## src/rtl/cpu_pkg.sv

```systemverilog
// Shared constants and types for the LEGv8 pipeline.
package cpu_pkg;

    localparam int unsigned INST_W = 32;
    localparam int unsigned ADDR_W = 64;

    // ADDI X31,X31,#0 is the architectural no-op used for pipeline bubbles.
    localparam logic [INST_W-1:0] NOP_INST         = 32'h910003FF;
    localparam logic [ADDR_W-1:0] RESET_PC_DEFAULT = 64'h0;

    typedef struct packed {
        logic [ADDR_W-1:0] pc;
        logic [ADDR_W-1:0] pc4;
        logic [INST_W-1:0] inst;
        logic              valid;
    } if_id_t;

endpackage

```

## src/rtl/add_64.sv

```systemverilog
// 64-bit adder, wraps modulo 2^64 with no carry out.
module add_64 (
    input  logic [63:0] a_i,
    input  logic [63:0] b_i,
    output logic [63:0] sum_o
);

    assign sum_o = a_i + b_i;

endmodule

```

## src/rtl/if_id_reg.sv

```systemverilog
// IF/ID pipeline register: synchronous reset, hold on !en_i, bubble insert on flush_i.
module if_id_reg
    import cpu_pkg::*;
#(
    parameter logic [INST_W-1:0] NopInst = cpu_pkg::NOP_INST
) (
    input  logic   clk_i,
    input  logic   reset_i,
    input  logic   en_i,
    input  logic   flush_i,
    input  if_id_t d_i,
    output if_id_t q_o
);

    if_id_t q_q;

    always_ff @(posedge clk_i) begin
        if (reset_i) begin
            q_q.pc    <= '0;
            q_q.pc4   <= '0;
            q_q.inst  <= NopInst;
            q_q.valid <= 1'b0;
        end else if (en_i) begin
            q_q.pc  <= d_i.pc;
            q_q.pc4 <= d_i.pc4;
            // The fetched word is never loaded on flush so no X reaches decode.
            if (flush_i) begin
                q_q.inst  <= NopInst;
                q_q.valid <= 1'b0;
            end else begin
                q_q.inst  <= d_i.inst;
                q_q.valid <= d_i.valid;
            end
        end
    end

    assign q_o = q_q;

endmodule

```

## src/rtl/mux2_1x64.sv

```systemverilog
// Two-input 64-bit multiplexer; sel_i = 1 picks in1_i.
module mux2_1x64 (
    input  logic [63:0] in0_i,
    input  logic [63:0] in1_i,
    input  logic        sel_i,
    output logic [63:0] out_o
);

    assign out_o = sel_i ? in1_i : in0_i;

endmodule

```

## src/rtl/if_stage.sv

```systemverilog
// LEGv8 instruction-fetch stage: PC register, next-PC selection and IF/ID register.
module if_stage
    import cpu_pkg::*;
#(
    parameter logic [63:0] RESET_PC = cpu_pkg::RESET_PC_DEFAULT,
    parameter logic [31:0] NOP_INST = cpu_pkg::NOP_INST
) (
    input  logic        clk,
    input  logic        reset,
    input  logic [31:0] Inst_IF,
    output logic [63:0] Addr_IF,
    input  logic [63:0] Add_offset,
    input  logic        orR0,
    input  logic        Reg2PC_ID,
    input  logic [63:0] Rd2_Reg_out_ID,
    input  logic        stall,
    output logic [63:0] PC_out_ID,
    output logic [63:0] Add_4_ID,
    output logic [31:0] Inst_ID,
    output logic        Valid_ID
);

    logic [63:0] pc_q;
    logic [63:0] pc_d;
    logic [63:0] pc4;
    logic [63:0] target_raw;
    logic [63:0] target;
    logic        redirect;
    if_id_t      if_id_d;
    if_id_t      if_id_q;

    add_64 u_pc4_add (
        .a_i   (pc_q),
        .b_i   (64'd4),
        .sum_o (pc4)
    );

    // Register target (BR) takes precedence over the decode-computed offset target.
    mux2_1x64 u_target_mux (
        .in0_i (Add_offset),
        .in1_i (Rd2_Reg_out_ID),
        .sel_i (Reg2PC_ID),
        .out_o (target_raw)
    );

    assign redirect = orR0 | Reg2PC_ID;
    assign target   = target_raw & ~64'd3;

    // Stall wins over redirect: decode operands are not yet valid while stalled.
    always_comb begin
        pc_d = pc4;
        if (stall) begin
            pc_d = pc_q;
        end else if (redirect) begin
            pc_d = target;
        end
    end

    always_ff @(posedge clk) begin
        if (reset) begin
            pc_q <= RESET_PC;
        end else begin
            pc_q <= pc_d;
        end
    end

    always_comb begin
        if_id_d.pc    = pc_q;
        if_id_d.pc4   = pc4;
        if_id_d.inst  = Inst_IF;
        if_id_d.valid = 1'b1;
    end

    if_id_reg #(
        .NopInst (NOP_INST)
    ) u_if_id_reg (
        .clk_i   (clk),
        .reset_i (reset),
        .en_i    (~stall),
        .flush_i (redirect),
        .d_i     (if_id_d),
        .q_o     (if_id_q)
    );

    assign Addr_IF   = pc_q;
    assign PC_out_ID = if_id_q.pc;
    assign Add_4_ID  = if_id_q.pc4;
    assign Inst_ID   = if_id_q.inst;
    assign Valid_ID  = if_id_q.valid;

endmodule

```

## config.mk

```make
export PLATFORM = sky130hd
export DESIGN_NAME = if_stage
export DESIGN_NICKNAME = d
export VERILOG_FILES = /design/src/rtl/cpu_pkg.sv /design/src/rtl/add_64.sv /design/src/rtl/if_id_reg.sv /design/src/rtl/mux2_1x64.sv /design/src/rtl/if_stage.sv
export SDC_FILE = /design/constraint.sdc
export NUM_CORES = 1
export LEC_CHECK = 0
export BUFFER_PORTS_ARGS = -buffer_cell sky130_fd_sc_hd__clkbuf_2
export CORE_MARGIN = 10
export CORE_UTILIZATION = 23
export CTS_CLUSTER_SIZE = 14
export DETAILED_ROUTE_END_ITERATION = 16
export PLACE_DENSITY = 0.48
export SYNTH_ARGS = -nofsm -noshare
export SYNTH_HDL_FRONTEND = slang
export SYNTH_SLANG_ARGS = --single-unit
```

## constraint.sdc

```tcl
create_clock -name clk -period 6.7 [get_ports clk]
set_input_delay 0.335 -clock clk [delete_from_list [all_inputs] [get_ports clk]]
set_output_delay 0.335 -clock clk [all_outputs]
set_load 0.01 [all_outputs]
```

==> results of run 1 <==
logic make-up after synthesis:
family | synth area share (%)
and+or+nand+nor | 23.5
AOI/OAI and AO/OA | 19.7
DFF | 40.4
buffers and inverters | 5.69
muxes | 6.94
xor gates and xnor gates | 3.71
adders and majority gates | 0.115
other | 0.0345
flip-flops by register name (all words and copies together), names as in the netlist:
signal           cells
u_if_id_reg.q_o    157
Addr_IF             62
worst min-delay path, cell delays in order:
cell	delay, ns
clkbuf_2	0.08
nor3_1	0.04
o21ai_0	0.12
per-layer routing:
metal	share of wire (%)	up-vias
li1	-	5344
met1	44	5372
met2	48	300
met3	6.2	51
met4	2.0	0
met5	0	-
Yosys cell counts, drive strengths merged (7+ instances only):
master	instances
nor2	198
inv	13
or3	8
o21ai	69
a21o	8
o32ai	7
a21oi	102
a22o	8
and4	10
nand2	102
o31ai	11
xnor2	31
mux2i	73
a22oi	35
nor3	39
o21a	13
and3	43
xor2	15
dfxtp	219
clkbuf	98
a32o	7
a211oi	18
buf	39
nor4	27
nand4	24
nand3	34
cell type report:
| cell class | instances | area, um2 | share of cell area [%] |
|---|---|---|---|
| clock buffers | 43 | 826 | 5.90 |
| clock inverters | 7 | 88.8 | 0.634 |
| inverters | 13 | 51.3 | 0.366 |
| multi-input cells | 968 | 5890 | 42.1 |
| flip-flops and latches | 219 | 4380 | 31.3 |
| well taps | 607 | 759 | 5.42 |
| repair buffers | 390 | 2000 | 14.3 |
stage by stage:
| stage | setup WS (ns) | std cells | power, W | hold WS, ns |
|---|---|---|---|---|
| 2_1_floorplan | 4.25 | 1337 | 0.00169 | 0.486 |
| 3_3_place_gp | 3.04 | 2197 | 0.00189 | 0.450 |
| 3_5_place_dp | 2.96 | 2197 | 0.00190 | 0.453 |
| 4_1_cts | 2.93 | 2247 | 0.00344 | 0.0175 |
| 5_1_grt | 2.66 | 2247 | 0.00353 | 0.0384 |
| 6_report | 2.97 | 2247 | 0.00338 | 0.0575 |
report_power, final:
group	internal (W)	switching, W	leakage [nW]
registers	0.00136	0.0000807	1.79
clock network	0.000916	0.000601	0.454
logic	0.000170	0.000251	3.86
final timing paths:
kind,startpoint,slack [ns],endpoint,cells after the start
setup / recovery,Addr_IF[6],2.97,u_if_id_reg.q_o[80],5
hold / removal,Inst_IF[1],0.06,u_if_id_reg.q_o[2],3
setup reg to reg,Addr_IF[6],2.97,u_if_id_reg.q_o[80],5
hold reg to reg,u_if_id_reg.q_o[55],0.46,u_if_id_reg.q_o[55],2
==> impl_metrics.toml, run 1 <==
[run_status]
status = "finished, final reports clean"

[grt]
grt_overflow = 0
grt_pass1_wl_um = 70400
grt_max_degree = 84
grt.total_usage_pct = 15.8
grt.busiest_layer = "met2"
antenna_found_initial = 1
met2_usage_pct = 26.9
grtUsageMet3_pct = 3.61
grt_pass1_vias = 10900
grt_util_met1_pct = 20.0

[min_path]
hp-class = "input port to flip-flop"

[worst_setup_path]
cp_common_cell = "nand4_1"
path_buf_inv = 0
cp_slowest_cell = "nand4_1"
worst-setup-path-type = "flip-flop to flip-flop"
worstPathRequired_ns = 7.15
worstSetupStartpointType = "flip-flop"
path_cells = "nand4_1 -> nor4_4 -> nand4_1 -> or3_1 -> a311oi_1"
critPathArrivalTime_ns = 4.18
cpPeakStageDelay_ns = 0.88
crit_fanout = 20
worstSetupEndpointType = "flip-flop"
critPathTopFamily = "simple AND/OR/NAND/NOR gates"

[sta]
rsz0062_at_grt = "no"
max_slew_margin_pct = 26.4
fin_crit_ns = 3.73
hold_viol_final = 0
maxSlewViolCount = 0
finalCritPeriodShare_pct = 55.6
finalSetupViolCount = 0
tns_ns = 0
max_freq_mhz = 268
worst_slew_pin_slew_ns = 1.10
skew_ns = 0.0161

[synthesis]
syn_area_um2 = 10900
synthTopCellsByArea = "dfxtp_1, nor2_1, mux2i_1"
synthArstFlopShare_pct = 0
synth_cell_types = 66
synth_top_area_share_pct = 40.4
ys_seq_area_share_pct = 40.4
yosysTopAreaCell = "dfxtp_1"
ys_warn_count = 0
synth-edff-count = 0
ys.flop_type = "dfxtp_1"
synthCells = 1332
ys_ff_latch = 219
syn_area_per_cell_um2 = 8.15

[cts]
clkTransAtPathRegs_ns = 0.06
postCtsSetupRepairBufs = 0
ctsHoldBuffers = 0
clock-sinks = 219
cts_tree = "built"
htree_num_levels = 1
clk_path_buf_depth = 3
root_buffer = "clkbuf_16"
clock_latency_ns = 0.56
cts_made_buffers = 27
ctsResizeCount = 0

[power]
power.density_nw_per_um2 = 241
p_leak_nw = 6.10
ir_worst_vdd_uv = 136

[floorplan]
dieHeight_um = 237
die_w_um = 237
dieArea_um2 = 56300
ioPinCount = 390
core.rowCount = 79
initial_core_util_pct = 23.3
core_area_um2 = 46700

[run]
cap_violations = 0

[cells_and_area]
mostFrequentLayoutCell = "clkbuf_2"
antennaDiodeCount = 0
nNetsFinal = 1785
utilization_pct = 30.0
drive_gt1_share_pct = 28.3
fillers = 5068
area_growth_pct = 28.9
final_area_um2 = 14000
mostFrequentLayoutCells = "clkbuf_2, dfxtp_1, nor2_1"

[detailed_routing]
drc = 0
ant_nets = 0
viasPerCell = 4.93
drt-total-wl_um = 47200
avgRoutedWirePerCell_um = 21.0
dr.pass1.iters = 6
num_vias = 11100
first_iter_violations = 635

[placement]
portBuffers = 379
hpwl_um = 33600
place_area_um2 = 13100
gp_congestion = 0.767
Note: power is estimated with default switching activity, not from simulation.
==> run 2, diff against run 1 <==
- PLACE_DENSITY: 0.48 -> 0.5
- clock period: 6.7 -> 3 ns (I/O delays scaled with it)
==> run 2 against run 1 <==
- via count grew 5.1%
- sequential cell count is the same
- final area grew 10%
- critical path depth grew 3
- cell count grew 6.3%
- die area is the same
- core utilization grew 3.1 points
- register-to-register slack lost 2.7 ns
- maximum frequency grew 38%
- clock-buffer cell count shrank 2
- clock skew grew 0.0027 ns
- critical endpoint is now Addr_IF[43]
- largest power group unchanged
- highest routed layer unchanged
==> impl_metrics.toml, run 2 (synthesized netlist as in run 1, its figures left out) <==
[placement]
portBuffers = 379
pre_cts_slack_ns = 0.467
hpwl_um = 35700
place_area_um2 = 13500
gp_congestion = 0.775
dp.cells = 2244

[worst_setup_path]
r2r-start = "Addr_IF[24]"
worst-setup-path-type = "flip-flop to flip-flop"
worstPathRequired_ns = 3.47
worstRegToRegCells = 8
startpoint = "Addr_IF[24]"
worstSetupEndpointType = "flip-flop"
critPathArrivalTime_ns = 3.17
worstSetupStartpointType = "flip-flop"
cp-endpoint = "Addr_IF[43]"
rrSetupSlack_ns = 0.29
crit_fanout = 14
rr_endpoint = "Addr_IF[43]"

[cells_and_area]
final_area_um2 = 15400
mostFrequentLayoutCell = "clkbuf_2"
antennaDiodeCount = 0
nNetsFinal = 1926
drive_gt1_share_pct = 29.1
fillers = 4965
mostFrequentLayoutCells = "clkbuf_2, dfxtp_1, nor2_1"
layoutNonFillerInstCount = 2389
largest_reg_flops = 157
utilization_pct = 33.1
area_growth_pct = 42.1

[cts]
clock_latency_ns = 0.57
postCtsSetupRepairBufs = 0
cts_made_buffers = 29
root_buffer = "clkbuf_16"
cts_tree = "built"
clock-sinks = 219
clk_path_buf_depth = 3
clkTransAtPathRegs_ns = 0.06
htree_num_levels = 1

[sta]
rsz0062_at_grt = "no"
final.setup.worst_slack_ns = 0.292
worst_slew_pin_slew_ns = 0.854
max_freq_mhz = 369
hold_viol_final = 0
max_slew_margin_pct = 42.8
tns_ns = 0
skew_ns = 0.0188
finalSetupViolCount = 0
fin_crit_ns = 2.71
finalCritPeriodShare_pct = 90.3
maxSlewViolCount = 0

[grt]
antenna_found_initial = 0
grt.total_usage_pct = 16.6
grt_pass1_wl_um = 73700
grt_max_degree = 98
grt_overflow = 0
grt_pass1_vias = 11600

[power]
ir_worst_vdd_uv = 299
power.density_nw_per_um2 = 522
p_leak_nw = 6.79

[floorplan]
die_w_um = 237
core_area_um2 = 46700
dieArea_um2 = 56300
ioPinCount = 390
initial_core_util_pct = 23.3
core.rowCount = 79
dieHeight_um = 237

[run]
cap_violations = 0

[detailed_routing]
avgRoutedWirePerCell_um = 20.8
viasPerCell = 4.87
dr.pass1.iters = 6
num_vias = 11600
drc = 0
ant_nets = 0
drt-total-wl_um = 49600
first_iter_violations = 686

[run_status]
status = "finished, final reports clean"

[min_path]
hp-class = "input port to flip-flop"
-- run 2: cell count changes in the layout (fill, tap and decap cells not counted) --
cell,before,now
clkinv_4,0,1
buf_4,12,55
buf_12,0,4
dlygate4sd3_1,0,92
clkinv_2,4,6
nor3_2,4,5
nor3_1,35,34
bufinv_16,2,4
clkbuf_1,7,4
clkbuf_16,27,29
clkbuf_8,9,8
-- run 2: cell type report --
class	instances	area [um2]	share of cell area (%)
multi-input cells	968	5900	38.2
flip-flops and latches	219	4380	28.4
repair buffers	529	3320	21.5
clock buffers	41	851	5.51
well taps	607	759	4.92
clock inverters	12	168	1.09
inverters	13	51.3	0.332
-- run 2: how the worst min path moves through the flow --
stage,start,to,cells past startpoint
floorplan,Inst_IF[9],u_if_id_reg.q_o[10],2
global placement,Inst_IF[31],u_if_id_reg.q_o[32],3
detailed placement,Inst_IF[24],u_if_id_reg.q_o[25],3
CTS,Add_offset[39],Addr_IF[39],5
global route,Add_offset[39],Addr_IF[39],5
finish,reset,u_if_id_reg.q_o[148],2
-- run 2: where the power goes --
part / internal, W / leakage, nW / switching [W]
clock: 0.00231 / 0.508 / 0.00143
combinational: 0.000499 / 4.49 / 0.000634
sequential: 0.00304 / 1.79 / 0.000148
total: 0.00584 / 6.79 / 0.00221
-- run 2: repair_timing --
item	4_1_cts	5_1_grt
resized for setup	0	1
hold buffers	92	0
setup endpoints to repair	0	1
endpoints found under the hold margin	69	0
-- run 2: worst max-delay path, cell delays in order, from the launching register on --
cell	delay (ns)
dfxtp_1	0.58
and4_1	0.32
and4_1	0.40
nand4_1	0.14
buf_4	0.23
nor3_1	0.15
a221oi_1	0.06
dlygate4sd3_1	0.59
o32ai_1	0.11
-- run 2: per-layer routing --
| layer | up-vias | track usage [%] | share of wire [%] |
|---|---|---|---|
| met5 | - | 0 | 0 |
| li1 | 5627 | - | - |
| met1 | 5566 | 20.4 | 43 |
| met3 | 62 | 3.84 | 6.6 |
| met2 | 379 | 28.6 | 48 |
| met4 | 0 | 4.70 | 2.3 |
-- run 2: stage by stage --
stage | hold WS, ns | total power, W
3_3_place_gp | 0.421 | 0.00427
4_1_cts | 0.00240 | 0.00817
3_5_place_dp | 0.432 | 0.00429
5_1_grt | 0.0110 | 0.00839
2_1_floorplan | 0.320 | 0.00379
6_report | 0.0178 | 0.00806
